==> src/rtl/sent_cfg_scheduler_pkg.sv <==
// rtl/sent_cfg_scheduler_pkg.sv - shared record layout, FSM encoding and validation limits
package sent_cfg_scheduler_pkg;

  // Record widths: a FIFO entry is {channel, param}
  localparam int PARAM_W = 66;
  localparam int CH_W    = 8;
  localparam int REC_W   = CH_W + PARAM_W;

  // Field offsets inside the 66-bit param record
  localparam int CTICK_LSB  = 58;  // [65:58]
  localparam int LTICK_LSB  = 50;  // [57:50]
  localparam int PMODE_LSB  = 48;  // [49:48]
  localparam int PLEN_LSB   = 32;  // [47:32]
  localparam int CRC_BIT    = 31;  // [31]
  localparam int STATUS_LSB = 27;  // [30:27]
  localparam int DLEN_LSB   = 24;  // [26:24]
  localparam int DATA_LSB   = 0;   // [23:0]

  // Validation limits
  localparam logic [7:0]  CTICK_MIN = 8'd3;
  localparam logic [7:0]  CTICK_MAX = 8'd90;
  localparam logic [7:0]  LTICK_MIN = 8'd4;
  localparam logic [2:0]  DLEN_MIN  = 3'd1;
  localparam logic [2:0]  DLEN_MAX  = 3'd6;
  localparam logic [15:0] PLEN_MIN  = 16'd12;
  localparam logic [15:0] PLEN_MAX  = 16'd768;
  localparam logic [1:0]  PMODE_FIXED   = 2'd1;
  localparam logic [1:0]  PMODE_ILLEGAL = 2'd3;

  typedef enum logic [1:0] {
    ST_IDLE = 2'd0,
    ST_WAIT = 2'd1,
    ST_LOAD = 2'd2
  } state_e;

  // Increment that sticks at all-ones
  function automatic logic [15:0] sat_inc(input logic [15:0] v);
    return (v == 16'hFFFF) ? v : v + 16'd1;
  endfunction

endpackage

==> src/rtl/sent_cfg_fifo.sv <==
// rtl/sent_cfg_fifo.sv - synchronous record FIFO with full/empty flags and same-cycle read/write
module sent_cfg_fifo #(
  parameter int WIDTH = 74,
  parameter int DEPTH = 4   // power of 2, at least 2
) (
  input  logic             clk_i,
  input  logic             rst_ni,
  input  logic             wr_en_i,
  input  logic [WIDTH-1:0] wr_data_i,
  input  logic             rd_en_i,
  output logic [WIDTH-1:0] rd_data_o,
  output logic             full_o,
  output logic             empty_o
);

  localparam int AW = (DEPTH > 1) ? $clog2(DEPTH) : 1;

  logic [WIDTH-1:0] mem_q [DEPTH];
  logic [AW-1:0]    wr_ptr_q, rd_ptr_q;
  logic [AW:0]      cnt_q;
  logic             do_wr, do_rd;

  assign full_o    = (cnt_q == (AW+1)'(DEPTH));
  assign empty_o   = (cnt_q == '0);
  assign do_rd     = rd_en_i && !empty_o;
  // A pop frees the slot in the same cycle, so a full FIFO can still take a write
  assign do_wr     = wr_en_i && (!full_o || do_rd);
  assign rd_data_o = mem_q[rd_ptr_q];

  // Storage array; contents are only meaningful between the pointers, so no reset
  always_ff @(posedge clk_i) begin
    if (do_wr) mem_q[wr_ptr_q] <= wr_data_i;
  end

  // Pointers and occupancy; pointers wrap naturally because DEPTH is a power of 2
  always_ff @(posedge clk_i) begin
    if (!rst_ni) begin
      wr_ptr_q <= '0;
      rd_ptr_q <= '0;
      cnt_q    <= '0;
    end else begin
      if (do_wr) wr_ptr_q <= wr_ptr_q + AW'(1);
      if (do_rd) rd_ptr_q <= rd_ptr_q + AW'(1);
      case ({do_wr, do_rd})
        2'b10:   cnt_q <= cnt_q + (AW+1)'(1);
        2'b01:   cnt_q <= cnt_q - (AW+1)'(1);
        default: cnt_q <= cnt_q;
      endcase
    end
  end

endmodule

==> src/rtl/sent_cfg_scheduler.sv <==
// rtl/sent_cfg_scheduler.sv - validates SENT config records, queues them and reloads channels at frame boundaries
module sent_cfg_scheduler
  import sent_cfg_scheduler_pkg::*;
#(
  parameter int CH_NUM      = 8,
  parameter int FIFO_DEPTH  = 4,
  parameter int TIMEOUT_CYC = 100000000
) (
  input  logic               clk,
  input  logic               rst_n,
  input  logic               cfg_vld,
  input  logic [CH_W-1:0]    cfg_channel,
  input  logic [PARAM_W-1:0] cfg_param,
  input  logic [CH_NUM-1:0]  ch_ready,
  output logic [CH_NUM-1:0]  ch_load,
  output logic [PARAM_W-1:0] ch_param,
  output logic               busy,
  output logic [15:0]        err_cnt,
  output logic [15:0]        ovf_cnt,
  output logic [15:0]        tmo_cnt
);

  localparam int WAIT_W = (TIMEOUT_CYC > 2) ? $clog2(TIMEOUT_CYC) : 1;
  localparam logic [WAIT_W-1:0] WAIT_LAST = WAIT_W'(TIMEOUT_CYC - 1);

  state_e              state_q, state_d;
  logic [CH_W-1:0]     hold_ch_q;
  logic [PARAM_W-1:0]  hold_param_q, ch_param_q;
  logic [WAIT_W-1:0]   wait_cnt_q;
  logic [15:0]         err_q, ovf_q, tmo_q;

  logic [CH_W-1:0]     head_ch;
  logic [PARAM_W-1:0]  head_param;
  logic                fifo_full, fifo_empty;
  logic                rec_ok, push, pop;
  logic [CH_NUM-1:0]   hold_oh;
  logic                ready_sel, wait_last, timeout;

  // Field views of the incoming record
  logic [7:0]  f_ctick, f_ltick;
  logic [1:0]  f_pmode;
  logic [15:0] f_plen;
  logic [2:0]  f_dlen;
  logic        ch_ok, tick_ok, dlen_ok, pause_ok;

  assign f_ctick = cfg_param[CTICK_LSB +: 8];
  assign f_ltick = cfg_param[LTICK_LSB +: 8];
  assign f_pmode = cfg_param[PMODE_LSB +: 2];
  assign f_plen  = cfg_param[PLEN_LSB +: 16];
  assign f_dlen  = cfg_param[DLEN_LSB +: 3];

  assign ch_ok    = ({24'd0, cfg_channel} < 32'(CH_NUM));
  assign tick_ok  = (f_ctick >= CTICK_MIN) && (f_ctick <= CTICK_MAX) && (f_ltick >= LTICK_MIN);
  assign dlen_ok  = (f_dlen >= DLEN_MIN) && (f_dlen <= DLEN_MAX);
  // Pause length only matters in fixed-pause mode
  assign pause_ok = (f_pmode != PMODE_ILLEGAL) &&
                    !((f_pmode == PMODE_FIXED) && ((f_plen < PLEN_MIN) || (f_plen > PLEN_MAX)));
  assign rec_ok   = cfg_vld && ch_ok && tick_ok && dlen_ok && pause_ok;

  assign pop  = (state_q == ST_IDLE) && !fifo_empty;
  assign push = rec_ok && (!fifo_full || pop);

  sent_cfg_fifo #(
    .WIDTH (REC_W),
    .DEPTH (FIFO_DEPTH)
  ) u_fifo (
    .clk_i     (clk),
    .rst_ni    (rst_n),
    .wr_en_i   (push),
    .wr_data_i ({cfg_channel, cfg_param}),
    .rd_en_i   (pop),
    .rd_data_o ({head_ch, head_param}),
    .full_o    (fifo_full),
    .empty_o   (fifo_empty)
  );

  // One-hot decode of the held channel, used for ready selection and the load strobe
  always_comb begin
    hold_oh = '0;
    for (int i = 0; i < CH_NUM; i++) hold_oh[i] = (hold_ch_q == CH_W'(i));
  end

  assign ready_sel = |(ch_ready & hold_oh);
  assign wait_last = (wait_cnt_q == WAIT_LAST);
  // A boundary arriving on the last wait cycle still wins over the timeout
  assign timeout   = (state_q == ST_WAIT) && !ready_sel && wait_last;

  // FSM state register
  always_ff @(posedge clk) begin
    if (!rst_n) state_q <= ST_IDLE;
    else        state_q <= state_d;
  end

  // FSM next-state logic
  always_comb begin
    state_d = state_q;
    case (state_q)
      ST_IDLE: if (!fifo_empty) state_d = ST_WAIT;
      ST_WAIT: begin
        if (ready_sel)      state_d = ST_LOAD;
        else if (wait_last) state_d = ST_IDLE;
      end
      ST_LOAD: state_d = ST_IDLE;
      default: state_d = ST_IDLE;
    endcase
  end

  // FSM outputs: single-cycle reload strobe on the held channel
  always_comb begin
    ch_load = '0;
    if (state_q == ST_LOAD) ch_load = hold_oh;
  end

  // Holding register, wait counter and the externally visible parameter latch
  always_ff @(posedge clk) begin
    if (!rst_n) begin
      hold_ch_q    <= '0;
      hold_param_q <= '0;
      wait_cnt_q   <= '0;
      ch_param_q   <= '0;
    end else begin
      if (pop) begin
        hold_ch_q    <= head_ch;
        hold_param_q <= head_param;
        wait_cnt_q   <= '0;
      end else if ((state_q == ST_WAIT) && !ready_sel) begin
        wait_cnt_q <= wait_last ? '0 : wait_cnt_q + WAIT_W'(1);
      end
      if ((state_q == ST_WAIT) && (state_d == ST_LOAD)) ch_param_q <= hold_param_q;
    end
  end

  // Saturating event counters
  always_ff @(posedge clk) begin
    if (!rst_n) begin
      err_q <= '0;
      ovf_q <= '0;
      tmo_q <= '0;
    end else begin
      if (cfg_vld && !rec_ok)                 err_q <= sat_inc(err_q);
      if (rec_ok && fifo_full && !pop)        ovf_q <= sat_inc(ovf_q);
      if (timeout)                            tmo_q <= sat_inc(tmo_q);
    end
  end

  assign ch_param = ch_param_q;
  assign busy     = !fifo_empty || (state_q != ST_IDLE);
  assign err_cnt  = err_q;
  assign ovf_cnt  = ovf_q;
  assign tmo_cnt  = tmo_q;

endmodule

==> config.mk <==
export PLATFORM = sky130hd
export DESIGN_NAME = sent_cfg_scheduler
export DESIGN_NICKNAME = d
export VERILOG_FILES = /design/src/rtl/sent_cfg_scheduler_pkg.sv /design/src/rtl/sent_cfg_fifo.sv /design/src/rtl/sent_cfg_scheduler.sv
export SDC_FILE = /design/constraint.sdc
export NUM_CORES = 1
export LEC_CHECK = 0
export BUFFER_PORTS_ARGS = -buffer_cell sky130_fd_sc_hd__buf_2
export CAP_MARGIN = 10
export CORE_ASPECT_RATIO = 0.75
export CORE_MARGIN = 2
export CORE_UTILIZATION = 45
export CTS_CLUSTER_DIAMETER = 60
export DETAILED_ROUTE_END_ITERATION = 7
export GPL_ROUTABILITY_DRIVEN = 0
export SLEW_MARGIN = 10
export SYNTH_ARGS = -nofsm -noshare
export SYNTH_HDL_FRONTEND = slang
export SYNTH_SLANG_ARGS = --single-unit
==> constraint.sdc <==
create_clock -name clk -period 5.7 [get_ports clk]
set_clock_uncertainty 0.2 [all_clocks]
set_input_delay 1.14 -clock clk [delete_from_list [all_inputs] [get_ports clk]]
set_output_delay 1.14 -clock clk [all_outputs]
set_load 0.01 [all_outputs]
==> results.sh, run 1 <==
export IMPL_run_status="finished clean"
export IMPL_drive_above_1_share_pct=22.2
export IMPL_rr_endpoint="ch_param[0]"
export IMPL_track_usage_pct=20.2
export IMPL_cp_max_fo=42
export IMPL_cp_slowest_stage_delay_ns=0.62
export IMPL_crit_arrival_ns=3.89
export IMPL_ys_top_cells_by_area="edfxtp_1 (45%), dfxtp_1 (22%), mux4_2 (8.3%), nand2_1 (5.3%), a21oi_1 (4.7%)"
export IMPL_synth_flop_cell="edfxtp_1"
export IMPL_setup_worst_path_start_class="input port"
export IMPL_synth_edf_count=296
export IMPL_postCtsSetupRepairBufs=0
export IMPL_ctsHtreeMaxLevel=2
export IMPL_syn_to_final_growth_pct=16.0
export IMPL_die_area_mm2=0.0461
export IMPL_power_per_cell_area_mw_per_mm2=356
export IMPL_drv_slew=0
export IMPL_endpoint="u_fifo.mem_q[0][35]"
export IMPL_top_level_ports=208
export IMPL_dr_pass1_iters=5
export IMPL_cp_cell_sequence="buf_2 > or4_4 > o211a_1 > o31ai_4 > and2_4 > and3_4 > buf_12"
export IMPL_synthesis_area_mm2=0.0200
export IMPL_routed_via_density=5.49
export IMPL_core_area_mm2=0.0436
export IMPL_synthesis_nets=1649
export IMPL_cts_sinks=520
export IMPL_portBuffers=207
export IMPL_synth_simple_area_share_pct=13.1
export IMPL_fmax_mhz=259
export IMPL_timing_hold_ws_ns=0.250
export IMPL_cp_required_ns=5.73
export IMPL_r2r_start="hold_ch_q[0]"
export IMPL_path_buf_inv=2
export IMPL_drt_wirelength_per_cell_um=19.9
export IMPL_clk_pin_slew_ns=0.06
export IMPL_cap_violations=0
export IMPL_cts_max_path_buffers=3
export IMPL_dpl_hpwl_um=28000
export IMPL_yosys_area_share_adder_pct=0.664
export IMPL_synth_top_area_share_pct=44.5
export IMPL_worst_pin_slew_ns=1.25
export IMPL_grt_max_degree=104
export IMPL_vias=13000
export IMPL_antenna_found_initial=6
export IMPL_clock_root_buffer="clkbuf_16"
export IMPL_avgSynthCellArea_um2=12.9
export IMPL_cp_slowest_cell="and3_4"
export IMPL_synth_compound_area_share_pct=7.17
export IMPL_yosys_area_top_type="edfxtp_1"
export IMPL_cts_made_buffers=50
export IMPL_fp_dieH_um=186
export IMPL_cts_tree="done"
export IMPL_antenna_left=0
export IMPL_leakage_nw=7.71
export IMPL_async_flop_share_pct=0
export IMPL_final_core_util_pct=53.1
export IMPL_rrSetupSlack_ns=2.36
export IMPL_endpoint_kind="flop"
export IMPL_clk_latency_ns=0.56
export IMPL_dieWidth_um=247
export IMPL_grt_pass1_vias=12400
export IMPL_setup_worst_path_class="input port to flop"
export IMPL_hold_violations=0
export IMPL_fin_nets=1832
export IMPL_rsz0062_at_grt="no"
export IMPL_ys_warn_count=0
export IMPL_hp_start="ch_param[28]"
export IMPL_drc=0
export IMPL_drt_first_iter_violations=969
export IMPL_overflow=0
export IMPL_synth_seq_area_share_pct=67.0
export IMPL_worstSetupStartpoint="cfg_param[39]"
export IMPL_cts_hold_buf=0
export IMPL_finalWirelength_um=47000
export IMPL_fill_cells=3742
export IMPL_finalCritPeriodShare_pct=67.7
export IMPL_reg2reg_depth=7
export IMPL_ctsResizeCount=0
export IMPL_ys_types=60
export IMPL_layout_min_cycle_time_ns=3.86
export IMPL_vdd_drop_max_uv=213
export IMPL_grt_pass1_wl_um=72800
export IMPL_cp_num_cells=7
export IMPL_synth_top_family_by_area="simple AND/OR/NAND/NOR gates"
export IMPL_crit_family="simple AND/OR/NAND/NOR gates"
export IMPL_start_util_pct=45.8
export IMPL_synthCells=1554
export IMPL_relSlewSlack_pct=16.6
export IMPL_yosys_area_share_xor_xnor_pct=1.01
export IMPL_hold_class="flop to flop"
export IMPL_pre_cts_ws_ns=1.24
export IMPL_ys_seq_elements=520
export IMPL_totalNegativeSetupSlack_ns=0
export IMPL_finalSetupViolCount=0
export IMPL_layout_setup_ws_ns=1.84
export IMPL_fp_row_count=66
export IMPL_synth_area_mux_share_pct=9.02
cells in the mapped netlist (19+ instances only):
| cell type | instances |
|---|---|
| o21ai_0 | 27 |
| or3_1 | 24 |
| mux4_2 | 74 |
| nor2_1 | 50 |
| o31ai_1 | 19 |
| clkbuf_1 | 67 |
| nand3_1 | 78 |
| or4_1 | 23 |
| dfxtp_1 | 224 |
| a21oi_1 | 187 |
| edfxtp_1 | 296 |
| nand4_1 | 23 |
| nand2_1 | 284 |
worst register-to-register path, cell delays in order (launching register included):
cell and delay (ns):
dfxtp_1 0.59, mux2_2 0.45, o22a_1 0.26, and3_1 0.26, nand2_2 0.78, buf_4 0.48
nand2_1 0.10, a21oi_1 0.15
where the power goes:
group          internal (mW)  total (mW)  switching (mW)  leakage [nW]
combinational          0.247       0.788           0.541          2.45
sequential              4.13        4.25           0.119          4.47
clock                   1.83        3.21            1.37         0.792
total                   6.21        8.24            2.03          7.71
stage by stage:
stage          cells  area, um2  power (mW)
6_report        2360      23200        8.24
5_1_grt         2357      23200        8.57
4_1_cts         2356      23200        8.32
3_5_place_dp    2263      21600        5.13
3_3_place_gp    2263      21600        5.11
2_1_floorplan   1554      20000        4.82
cell usage in the layout (no fill, tap or decap), types with 11 or more instances in the layout:
master / netlist / layout
nor2_1: 50 / 50
xor2_1: 18 / 18
inv_1: 14 / 14
clkbuf_1: 67 / 14
edfxtp_1: 296 / 296
clkinv_2: 0 / 12
nand4_1: 23 / 23
o21ai_0: 27 / 27
a21oi_1: 187 / 187
clkbuf_8: 0 / 11
or3_1: 24 / 24
nand2_1: 284 / 283
mux4_2: 74 / 74
clkbuf_16: 0 / 51
o31ai_1: 19 / 19
nand3_1: 78 / 78
dfxtp_1: 224 / 222
or4_1: 23 / 23
and3_1: 16 / 12
buf_2: 12 / 207
worst min path at each step:
stage | to | cells after the start
2_1_floorplan | hold_ch_q[7] | 2
3_3_place_gp | ch_param[49] | 2
3_5_place_dp | ch_param[63] | 2
4_1_cts | ch_param[51] | 2
5_1_grt | ch_param[52] | 2
6_report | ch_param[28] | 2
layout make-up:
type                       instances  area [um2]  area share [%]
antenna                            4        10.0          0.0432
clock buffer                      76        1480            6.39
clock inverter                    17         109           0.470
inverter                          16        66.3           0.286
multi-input combinational        930        6220            26.8
sequential                       520       13400            57.8
tap                              578         723            3.12
timing repair buffer             219        1180            5.08
flip-flops by register name (all words and copies together) (netlist names):
register and count:
u_fifo.mem_q 296, ch_param 66, hold_param_q 66, wait_cnt_q 27, err_cnt 16, ovf_cnt 16
tmo_cnt 16, hold_ch_q 8, u_fifo.cnt_q 3, state_q 2, u_fifo.rd_ptr_q 2, u_fifo.wr_ptr_q 2
kinds of logic (layout without fill, tap and decap cells):
group                    Yosys count  count (layout)
AO/OA/AOI/OAI                    254             254
XOR/XNOR                          23              23
other                              0               4
multiplexers                      87              87
AND/OR/NAND/NOR                  556             556
adder cells (fa/ha/maj)           10              10
buffers and inverters            104             328
flip-flops                       520             520
metal layers:
| metal | track usage (%) | share of wire [%] |
|---|---|---|
| met1 | 30.3 | 47 |
| met2 | 30.9 | 46 |
| met3 | 3.80 | 5.2 |
| met4 | 4.47 | 1.6 |
| met5 | 0 | 0.079 |
Note: power is estimated with default switching activity, not from simulation.
==> run 2, diff against run 1 <==
- clock period: 5.7 -> 3.7 ns (I/O delays scaled with it)
==> run 2 against run 1 <==
Via count grew 1.4%. Non-clock buffer count is 28 higher. Sequential power rose by 54%. Die area stayed put. Register-to-register slack lost 1.6 ns. Worst hold slack got worse by 0.062 ns. Critical path depth fell by 2. Combinational power is 56% higher. Utilization grew 1.0 points. Sequential share of layout area decreased by 1.1 points. Largest cell class unchanged.
==> results.sh, run 2 (synthesis gave the netlist of run 1 again) <==
export IMPL_setup_worst_path_class="flop to primary output"
export IMPL_die_area_mm2=0.0461
export IMPL_hold_violations=0
export IMPL_drt_first_iter_violations=925
export IMPL_finalCritPeriodShare_pct=92.1
export IMPL_hold_class="input port to flop"
export IMPL_cts_hold_buf=0
export IMPL_finalWirelength_um=46300
export IMPL_crit_arrival_ns=2.47
export IMPL_largest_reg_flops=296
export IMPL_overflow=0
export IMPL_ctsResizeCount=0
export IMPL_syn_to_final_growth_pct=18.2
export IMPL_clk_latency_ns=0.57
export IMPL_cp_required_ns=2.76
export IMPL_vdd_drop_max_uv=387
export IMPL_final_core_util_pct=54.1
export IMPL_layout_setup_ws_ns=0.291
export IMPL_track_usage_pct=20.1
export IMPL_fmax_mhz=293
export IMPL_power_per_cell_area_mw_per_mm2=549
export IMPL_relSlewSlack_pct=35.0
export IMPL_run_status="finished clean"
export IMPL_top_level_ports=208
export IMPL_drive_above_1_share_pct=23.6
export IMPL_grt_pass1_vias=12800
export IMPL_layout_commonest_cell="edfxtp_1"
export IMPL_cp_max_fo=5
export IMPL_timing_hold_ws_ns=0.189
export IMPL_antenna_found_initial=8
export IMPL_vias=13200
export IMPL_fp_dieH_um=186
export IMPL_reg2reg_depth=7
export IMPL_layout_min_cycle_time_ns=3.41
export IMPL_regMostFlops="u_fifo.mem_q"
export IMPL_pre_cts_ws_ns=0.0569
export IMPL_postCtsSetupRepairBufs=0
export IMPL_grt_pass1_wl_um=72900
export IMPL_dp_cells=2291
export IMPL_core_area_mm2=0.0436
export IMPL_clk_pin_slew_ns=0.06
export IMPL_start_util_pct=45.8
export IMPL_dieWidth_um=247
export IMPL_cap_violations=0
export IMPL_clock_root_buffer="clkbuf_16"
export IMPL_setup_worst_path_start_class="flop"
export IMPL_drv_slew=0
export IMPL_antenna_left=0
export IMPL_cts_max_path_buffers=3
export IMPL_fp_row_count=66
export IMPL_fill_cells=3731
export IMPL_ctsHtreeMaxLevel=2
export IMPL_portBuffers=207
export IMPL_cts_tree="done"
export IMPL_routed_via_density=5.50
export IMPL_layout_cells_non_filler=2390
export IMPL_leakage_nw=7.93
export IMPL_fin_nets=1861
export IMPL_rsz0062_at_grt="no"
export IMPL_final_cell_mix="edfxtp_1 (296), nand2_1 (283), dfxtp_1 (222)"
export IMPL_drc=0
export IMPL_dr_pass1_iters=5
export IMPL_cts_sinks=520
export IMPL_cts_made_buffers=51
export IMPL_power_mw=13.0
export IMPL_drt_wirelength_per_cell_um=19.4
export IMPL_whs_path_depth=1
export IMPL_grt_max_degree=106
export IMPL_finalSetupViolCount=0
export IMPL_endpoint_kind="primary output"
export IMPL_worst_pin_slew_ns=0.975
export IMPL_dpl_hpwl_um=29000
-- run 2: cell count changes in the layout (fill, tap and decap cells not counted), sizes merged --
cell	before	now
buf	219	247
bufinv	1	4
clkbuf	76	72
clkinv	16	18
clkinvlp	0	1
-- run 2: layout make-up --
type	instances	area (um2)	share of cell area [%]
antenna	4	10.0	0.0424
clock buffer	72	1460	6.18
clock inverter	23	225	0.954
inverter	16	66.3	0.281
multi-input combinational	930	6220	26.4
sequential	520	13400	56.7
tap	578	723	3.06
timing repair buffer	247	1510	6.41
-- run 2: path summary, 6_finish.rpt --
| kind | startpoint | endpoint | slack, ns |
|---|---|---|---|
| worst min register to register | ch_param[2] | ch_param[2] | 0.25 |
| worst max-delay path | hold_ch_q[4] | ch_load[1] | 0.29 |
| worst max register to register | hold_ch_q[4] | ch_param[1] | 0.76 |
| worst min-delay path | cfg_param[13] | u_fifo.mem_q[2][13] | 0.19 |
-- run 2: metrics by stage --
step | instance area, um2 | setup TNS [ns]
after floorplan | 20000 | -32.46
after global placement | 21900 | 0
after detailed placement | 21900 | 0
after CTS | 23600 | 0
after global routing | 23600 | 0
final | 23600 | 0
-- run 2: report_power, final --
| part | total [mW] | switching, mW | internal, mW |
|---|---|---|---|
| registers | 6.54 | 0.184 | 6.36 |
| logic | 1.23 | 0.814 | 0.412 |
| clock network | 5.20 | 2.16 | 3.03 |
| total | 13.0 | 3.16 | 9.80 |
-- run 2: critical path, cell delays in order (launching register included) --
cell,delay [ns]
dfxtp_1,0.32
or4_1,0.54
nor2_1,0.41
nand4b_1,0.29
nor3_1,0.19
buf_2,0.16
-- run 2: per-layer routing --
metal / GRT usage (%) / part of all wire [%]
met1: 29.5 / 46
met2: 31.1 / 46
met3: 4.26 / 6.3
met4: 4.40 / 1.6
met5: 0 / 0.084
